$ cat config.mk
export PLATFORM = sky130hd
export DESIGN_NAME = alu_reservation_station
export DESIGN_NICKNAME = d
export VERILOG_FILES = /design/src/rtl/alu_reservation_station.sv
export SDC_FILE = /design/constraint.sdc
export NUM_CORES = 1
export LEC_CHECK = 0
export CELL_PAD_IN_SITES_DETAIL_PLACEMENT = 2
export CELL_PAD_IN_SITES_GLOBAL_PLACEMENT = 2
export CORE_ASPECT_RATIO = 1.1
export CORE_MARGIN = 2
export CORE_UTILIZATION = 38
export DETAILED_ROUTE_END_ITERATION = 7
export PLACE_DENSITY = 0.84
export RECOVER_POWER = 100
export SKIP_LAST_GASP = 1
export SLEW_MARGIN = 15
export SYNTH_ARGS = -nofsm -noshare
export SYNTH_HDL_FRONTEND = slang
export SYNTH_SLANG_ARGS = --single-unit
$ cat constraint.sdc
create_clock -name clk -period 6.1 [get_ports clk]
set_clock_uncertainty 0.1 [all_clocks]
set_input_delay 1.525 -clock clk [delete_from_list [all_inputs] [get_ports clk]]
set_output_delay 1.525 -clock clk [all_outputs]
set_load 0.01 [all_outputs]
$ cat src/rtl/alu_reservation_station.sv
// ALU reservation station: holds dispatched instructions until both operands arrive from
// the CDB, then issues one per cycle. Define RS_OLDEST_FIRST_EN for oldest-ready selection.
module alu_reservation_station #(
  parameter int         DEPTH      = 4,
  parameter int         TAG_W      = 4,
  parameter logic [1:0] STATION_ID = 2'b00
) (
  input  logic             clk,
  input  logic             reset,
  input  logic             stationRequest,
  input  logic [1:0]       RSstation,
  input  logic [1:0]       aluOp,
  input  logic [3:0]       funct,
  input  logic             useImm,
  input  logic [31:0]      immExt,
  input  logic [TAG_W-1:0] robTag,
  input  logic [31:0]      srcAVal,
  input  logic [31:0]      srcBVal,
  input  logic             srcARdy,
  input  logic             srcBRdy,
  input  logic [TAG_W-1:0] srcATag,
  input  logic [TAG_W-1:0] srcBTag,
  input  logic             cdbValid,
  input  logic [TAG_W-1:0] cdbTag,
  input  logic [31:0]      cdbValue,
  input  logic             flush,
  input  logic             issueReady,
  output logic             full,
  output logic             dispatchAck,
  output logic             issueValid,
  output logic [1:0]       issueAluOp,
  output logic [3:0]       issueFunct,
  output logic [31:0]      issueA,
  output logic [31:0]      issueB,
  output logic [TAG_W-1:0] issueTag
);

  localparam int IDX_W = (DEPTH > 1) ? $clog2(DEPTH) : 1;

  logic [DEPTH-1:0] valid;
  logic [DEPTH-1:0] a_rdy;
  logic [DEPTH-1:0] b_rdy;
  logic [1:0]       op    [DEPTH];
  logic [3:0]       fn    [DEPTH];
  logic [TAG_W-1:0] tag   [DEPTH];
  logic [TAG_W-1:0] a_tag [DEPTH];
  logic [TAG_W-1:0] b_tag [DEPTH];
  logic [31:0]      a_val [DEPTH];
  logic [31:0]      b_val [DEPTH];
`ifdef RS_OLDEST_FIRST_EN
  logic [IDX_W-1:0] age   [DEPTH];
  logic [IDX_W-1:0] best_age;
  logic             found;
`endif

  logic [DEPTH-1:0] ready;
  logic             handshake;
  logic [IDX_W-1:0] free_idx;
  logic [IDX_W-1:0] sel_idx;
  logic             in_a_rdy;
  logic             in_b_rdy;
  logic [31:0]      in_a_val;
  logic [31:0]      in_b_val;

  assign ready       = valid & a_rdy & b_rdy;
  assign full        = &valid;
  assign dispatchAck = !reset && !flush && stationRequest && (RSstation == STATION_ID) && !full;
  assign issueValid  = !reset && (|ready);
  assign handshake   = issueValid && issueReady;

  always_comb begin
    free_idx = '0;
    for (int i = DEPTH - 1; i >= 0; i--)
      if (!valid[i]) free_idx = IDX_W'(i);
  end

  // Strict greater-than keeps ties on the lower index.
  always_comb begin
    sel_idx = '0;
`ifdef RS_OLDEST_FIRST_EN
    best_age = '0;
    found    = 1'b0;
    for (int i = 0; i < DEPTH; i++)
      if (ready[i] && (!found || age[i] > best_age)) begin
        found    = 1'b1;
        best_age = age[i];
        sel_idx  = IDX_W'(i);
      end
`else
    for (int i = DEPTH - 1; i >= 0; i--)
      if (ready[i]) sel_idx = IDX_W'(i);
`endif
  end

  // Operands presented at dispatch, with same-cycle CDB forwarding.
  always_comb begin
    in_a_rdy = srcARdy;
    in_a_val = srcAVal;
    if (!srcARdy && cdbValid && (cdbTag == srcATag)) begin
      in_a_rdy = 1'b1;
      in_a_val = cdbValue;
    end
    in_b_rdy = srcBRdy;
    in_b_val = srcBVal;
    if (useImm) begin
      in_b_rdy = 1'b1;
      in_b_val = immExt;
    end else if (!srcBRdy && cdbValid && (cdbTag == srcBTag)) begin
      in_b_rdy = 1'b1;
      in_b_val = cdbValue;
    end
  end

  assign issueAluOp = issueValid ? op[sel_idx]    : '0;
  assign issueFunct = issueValid ? fn[sel_idx]    : '0;
  assign issueA     = issueValid ? a_val[sel_idx] : '0;
  assign issueB     = issueValid ? b_val[sel_idx] : '0;
  assign issueTag   = issueValid ? tag[sel_idx]   : '0;

  always_ff @(posedge clk) begin
    if (reset) begin
      valid <= '0;
      a_rdy <= '0;
      b_rdy <= '0;
      for (int i = 0; i < DEPTH; i++) begin
        op[i]    <= '0;
        fn[i]    <= '0;
        tag[i]   <= '0;
        a_tag[i] <= '0;
        b_tag[i] <= '0;
        a_val[i] <= '0;
        b_val[i] <= '0;
`ifdef RS_OLDEST_FIRST_EN
        age[i]   <= '0;
`endif
      end
    end else begin
      for (int i = 0; i < DEPTH; i++) begin
        if (valid[i] && !a_rdy[i] && cdbValid && (cdbTag == a_tag[i])) begin
          a_rdy[i] <= 1'b1;
          a_val[i] <= cdbValue;
        end
        if (valid[i] && !b_rdy[i] && cdbValid && (cdbTag == b_tag[i])) begin
          b_rdy[i] <= 1'b1;
          b_val[i] <= cdbValue;
        end
`ifdef RS_OLDEST_FIRST_EN
        if (dispatchAck && valid[i] && (age[i] != IDX_W'(DEPTH - 1)))
          age[i] <= age[i] + IDX_W'(1);
`endif
      end
      if (handshake)
        valid[sel_idx] <= 1'b0;
      // free_idx is never the issuing entry, so dispatch and issue cannot collide.
      if (dispatchAck) begin
        valid[free_idx] <= 1'b1;
        op[free_idx]    <= aluOp;
        fn[free_idx]    <= funct;
        tag[free_idx]   <= robTag;
        a_rdy[free_idx] <= in_a_rdy;
        a_val[free_idx] <= in_a_val;
        a_tag[free_idx] <= srcATag;
        b_rdy[free_idx] <= in_b_rdy;
        b_val[free_idx] <= in_b_val;
        b_tag[free_idx] <= srcBTag;
`ifdef RS_OLDEST_FIRST_EN
        age[free_idx]   <= '0;
`endif
      end
      if (flush)
        valid <= '0;
    end
  end

endmodule
==> summary.txt <==
Clocking
  • TritonCTS clock tree: done
  • Total clock sinks: 340
  • Worst-path clk slew: 0.07 ns
  • CTS hold repair buffers: 0
  • CTS H-tree depth: 2
  • Root buf cell: clkbuf_16
  • Worst-skew pair later-pin latency: 0.55 ns
  • Cts bufs inserted: 38
  • CTS max path bufs: 3
  • Post-cts sizing count: 0
  • Post-CTS Setup Inserts: 0

Placement
  • Final HPWL DP: 42200 um
  • Inst Count DP: 2079
  • Pre-CTS setup slack: 0.823 ns
  • Buffers added on ports: 237
  • Gpl congestion: 0.839

Setup path
  • Slowest-stage cell, CP: clkbuf_2
  • Worst R2R End: b_val[0][5]$_DFFE_PP_
  • Crit Path Max Fanout: 41
  • Crit path cell chain: and3_4 > clkbuf_2 > a22o_1 > a22oi_1 > a21oi_1 > dlygate4sd3_1
  • Crit. End Element: primary output
  • Worst r2r src: valid[0]$_SDFF_PP0_
  • Critical path arrival: 4.14 ns
  • Data required time of the critical path: 4.47 ns
  • Max incr delay on CP: 0.99 ns
  • CP Launch Type: flip-flop
  • CP endpoint: issueA[24]
  • Setup CP Type: flip-flop to primary output
  • FF-to-FF path depth: 6
  • Worst R2R Setup Slack: 2.03 ns
  • Crit path from: valid[2]$_SDFF_PP0_

Global routing
  • Vias in the first global route: 14.8k
  • Global-route wire length before repair: 95700 um
  • Initial antenna violation count: 5
  • Total track usage: 27.9%
  • Largest net degree at the start of global routing: 75
  • Total gr overflow: 0

Floorplan
  • Die X: 207 um
  • Die area: 46900 um^2
  • Io pins: 238
  • Core area: 44600 um^2
  • Rows: 81
  • Die Ht: 227 um
  • Starting Density: 38.5%

Yosys
  • Post-synthesis sequential area ratio: 58.7%
  • Post-synthesis sequential element count: 340
  • Synthesized area per cell: 12.6 um^2
  • Async SR Flop Fraction: 0%
  • Main combinational cell family by area after synthesis: compound AO/OA/AOI/OAI gates
  • Yosys warns: 0
  • Simple-Gate Fraction of Synth Area: 8.82%
  • Cell taking the most area after synthesis: edfxtp_1
  • Synth Flop Type: edfxtp_1
  • Mux share of post-synthesis cell area: 1.86%
  • Post-synthesis xor/xnor area fraction: 1.94%
  • Number of synthesized flops with an enable pin: 328
  • Synth cell types: 56
  • Syn Nets: 1527
  • Post-synth top area share: 57.3%
  • Post-synthesis instance total: 1366
  • Area share of fa/ha/maj cells after synthesis: 0%
  • Area of the mapped netlist: 17200 um^2
  • Synth area leaders: edfxtp_1 (57%), a22o_1 (8.5%), o2bb2ai_1 (6.1%)
  • Compound-Gate Fraction of Synth Area: 24.0%

Routing
  • Drt via density: 6.22
  • DRT Pass-1 Iters: 6
  • DR WL/cell: 30.6 um
  • DRC violations left: 0
  • Via count: 13.4k
  • ANT nets after route: 0
  • Iteration-0 DRC count of the detailed router: 996
  • Final wirelength: 65700 um

Power and ir drop
  • Clock share of power: 42.8%
  • Pwr/cell area: 251 nW/um^2
  • Net switching power: 1.23 mW
  • Leakage: 7.43 nW
  • VDD IR max: 191 uV
  • Net Sw Frac: 23.3%
  • Internal: 4.06 mW
  • Sequential share of power: 50.5%
  • Total power draw: 5.29 mW
  • Gate power share: 6.6%

Finish
  • Final net count: 1699
  • Area Overhead vs Synth: 22.6%
  • Share of layout cells above drive strength 1: 7.22%
  • Post-Layout Cell Count: 2150

STA
  • Fin. max-slew vios: 272
  • Rel. slew slack: -40.2%
  • RSZ-0062 raised after global routing: no
  • Period utilization: 94.5%
  • FMAX: 174 MHz
  • TNS Setup: 0 ns
  • # setup viols final: 0
  • Min Tclk post-route: 5.76 ns
  • Hold Vio Cnt, Final: 0
  • Actual slew at the worst max-slew pin: 2.10 ns
  • PnR worst setup slack: 0.337 ns

Outcome
  • Failing checks: capacitance limit, slew limit
  • Outcome: finished, violations left

Min path
  • Min-Delay Path Class: flip-flop to flip-flop

Run
  • MaxCap Viol Count: 11
per-layer routing:
| layer | part of all wire, % | routed length (um) | vias up | GRT usage, % |
|---|---|---|---|---|
| met1 | 40 | 26000 | 6981 | 34.1 |
| met3 | 6.1 | 3990 | 124 | 4.65 |
| met2 | 51 | 33600 | 522 | 49.3 |
| met4 | 3.3 | 2170 | 2 | 10.5 |
| li1 | - | - | 5749 | - |
| met5 | 0.020 | 13 | - | 0 |
layout by cell type, fill, tap and decap left out, types with 11 or more instances in the layout:
cell type / synthesis / layout
o2bb2ai_1: 119 / 118
clkbuf_16: 0 / 41
dlygate4sd3_1: 0 / 74
clkdlybuf4s50_1: 0 / 162
a221o_1: 35 / 35
and2_1: 98 / 40
clkbuf_1: 80 / 26
mux2i_1: 32 / 32
nor3_1: 10 / 11
a21oi_1: 77 / 77
nand2_1: 96 / 96
edfxtp_1: 328 / 328
buf_4: 4 / 24
xnor2_1: 28 / 28
dfxtp_1: 12 / 12
inv_1: 16 / 16
and2_0: 0 / 57
a22oi_1: 74 / 74
a22o_1: 167 / 167
nor2_1: 19 / 18
kinds of logic after synthesis:
logic type,after synthesis
compound gates,505
flops,340
simple gates,282
buf+inv,169
xor+xnor,38
mux,32
critical path, delay by kind of cell, from the launching register on:
kind | cells | cell delay (ns)
AND/OR/NAND/NOR | 1 | 0.63
buffers and inverters | 2 | 1.65
AO/OA/AOI/OAI | 3 | 0.70
flip-flops | 1 | 0.57
through the flow:
stage / area (um^2) / util, % / hold WS, ns
after floorplan: 17200 / - / 0.396
after global placement: 20100 / 45.0 / 0.439
after detailed placement: 20100 / 45.0 / 0.470
after CTS: 21300 / 47.7 / 0.485
after global routing: 21100 / 47.2 / 0.506
final: 21100 / 47.2 / 0.489
power by group through the flow:
stage | Combinational [mW] | Sequential, mW | Clock (mW)
5_1_grt | 0.374 | 2.68 | 2.35
3_3_place_gp | 0.340 | 2.71 | 0
3_5_place_dp | 0.356 | 2.72 | 0
2_1_floorplan | 0.145 | 2.71 | 0
6_report | 0.351 | 2.67 | 2.27
4_1_cts | 0.359 | 2.67 | 2.28
final cells by class:
| cell class | instances | area [um^2] |
|---|---|---|
| Sequential cell | 340 | 10100 |
| Inverter | 16 | 60.1 |
| Multi-Input combinational cell | 857 | 6320 |
| Antenna cell | 3 | 7.51 |
| Clock buffer | 52 | 1080 |
| Timing Repair Buffer | 285 | 2680 |
| Tap cell | 581 | 727 |
| Clock inverter | 16 | 108 |
| Fill cell | 4380 | 23500 |
worst min-delay path by stage:
stage	endpoint	slack, ns	startpoint	cells past startpoint
after floorplan	valid[3]$_SDFF_PP0_	0.40	valid[3]$_SDFF_PP0_	2
after global placement	b_rdy[3]$_SDFF_PP0_	0.44	b_rdy[3]$_SDFF_PP0_	2
after detailed placement	a_rdy[3]$_SDFF_PP0_	0.47	a_rdy[3]$_SDFF_PP0_	2
after CTS	b_rdy[3]$_SDFF_PP0_	0.48	b_rdy[3]$_SDFF_PP0_	2
after global routing	b_rdy[3]$_SDFF_PP0_	0.51	b_rdy[3]$_SDFF_PP0_	2
final	a_rdy[3]$_SDFF_PP0_	0.49	a_rdy[3]$_SDFF_PP0_	2
synthesized netlist by cell type, types with 3 or more instances:
cell type / instances
xnor2_1: 28
a221o_1: 35
nor2_1: 19
nand2_1: 96
dfxtp_1: 12
nand4_1: 6
nand3_1: 8
o22ai_1: 6
buf_4: 4
o2bb2ai_2: 3
nor3_1: 10
nor4_1: 9
xor2_1: 10
buf_6: 15
a22oi_1: 74
inv_1: 16
nor2_2: 3
o21ai_0: 3
edfxtp_1: 328
and3_1: 6
a21oi_1: 77
mux2i_1: 32
o2bb2ai_1: 119
a22o_1: 167
buf_1: 22
clkbuf_1: 80
and2_1: 98
nand2b_1: 3
nor2b_1: 6
o221ai_1: 8
buf_2: 32
state kept, by name, summed over array words and instances, names as in the netlist, 8 cells and up:
signal,flops
b_val,128
a_tag,16
b_tag,16
a_val,128
tag,16
fn,16
op,8
(Power assumes the default switching activity.)
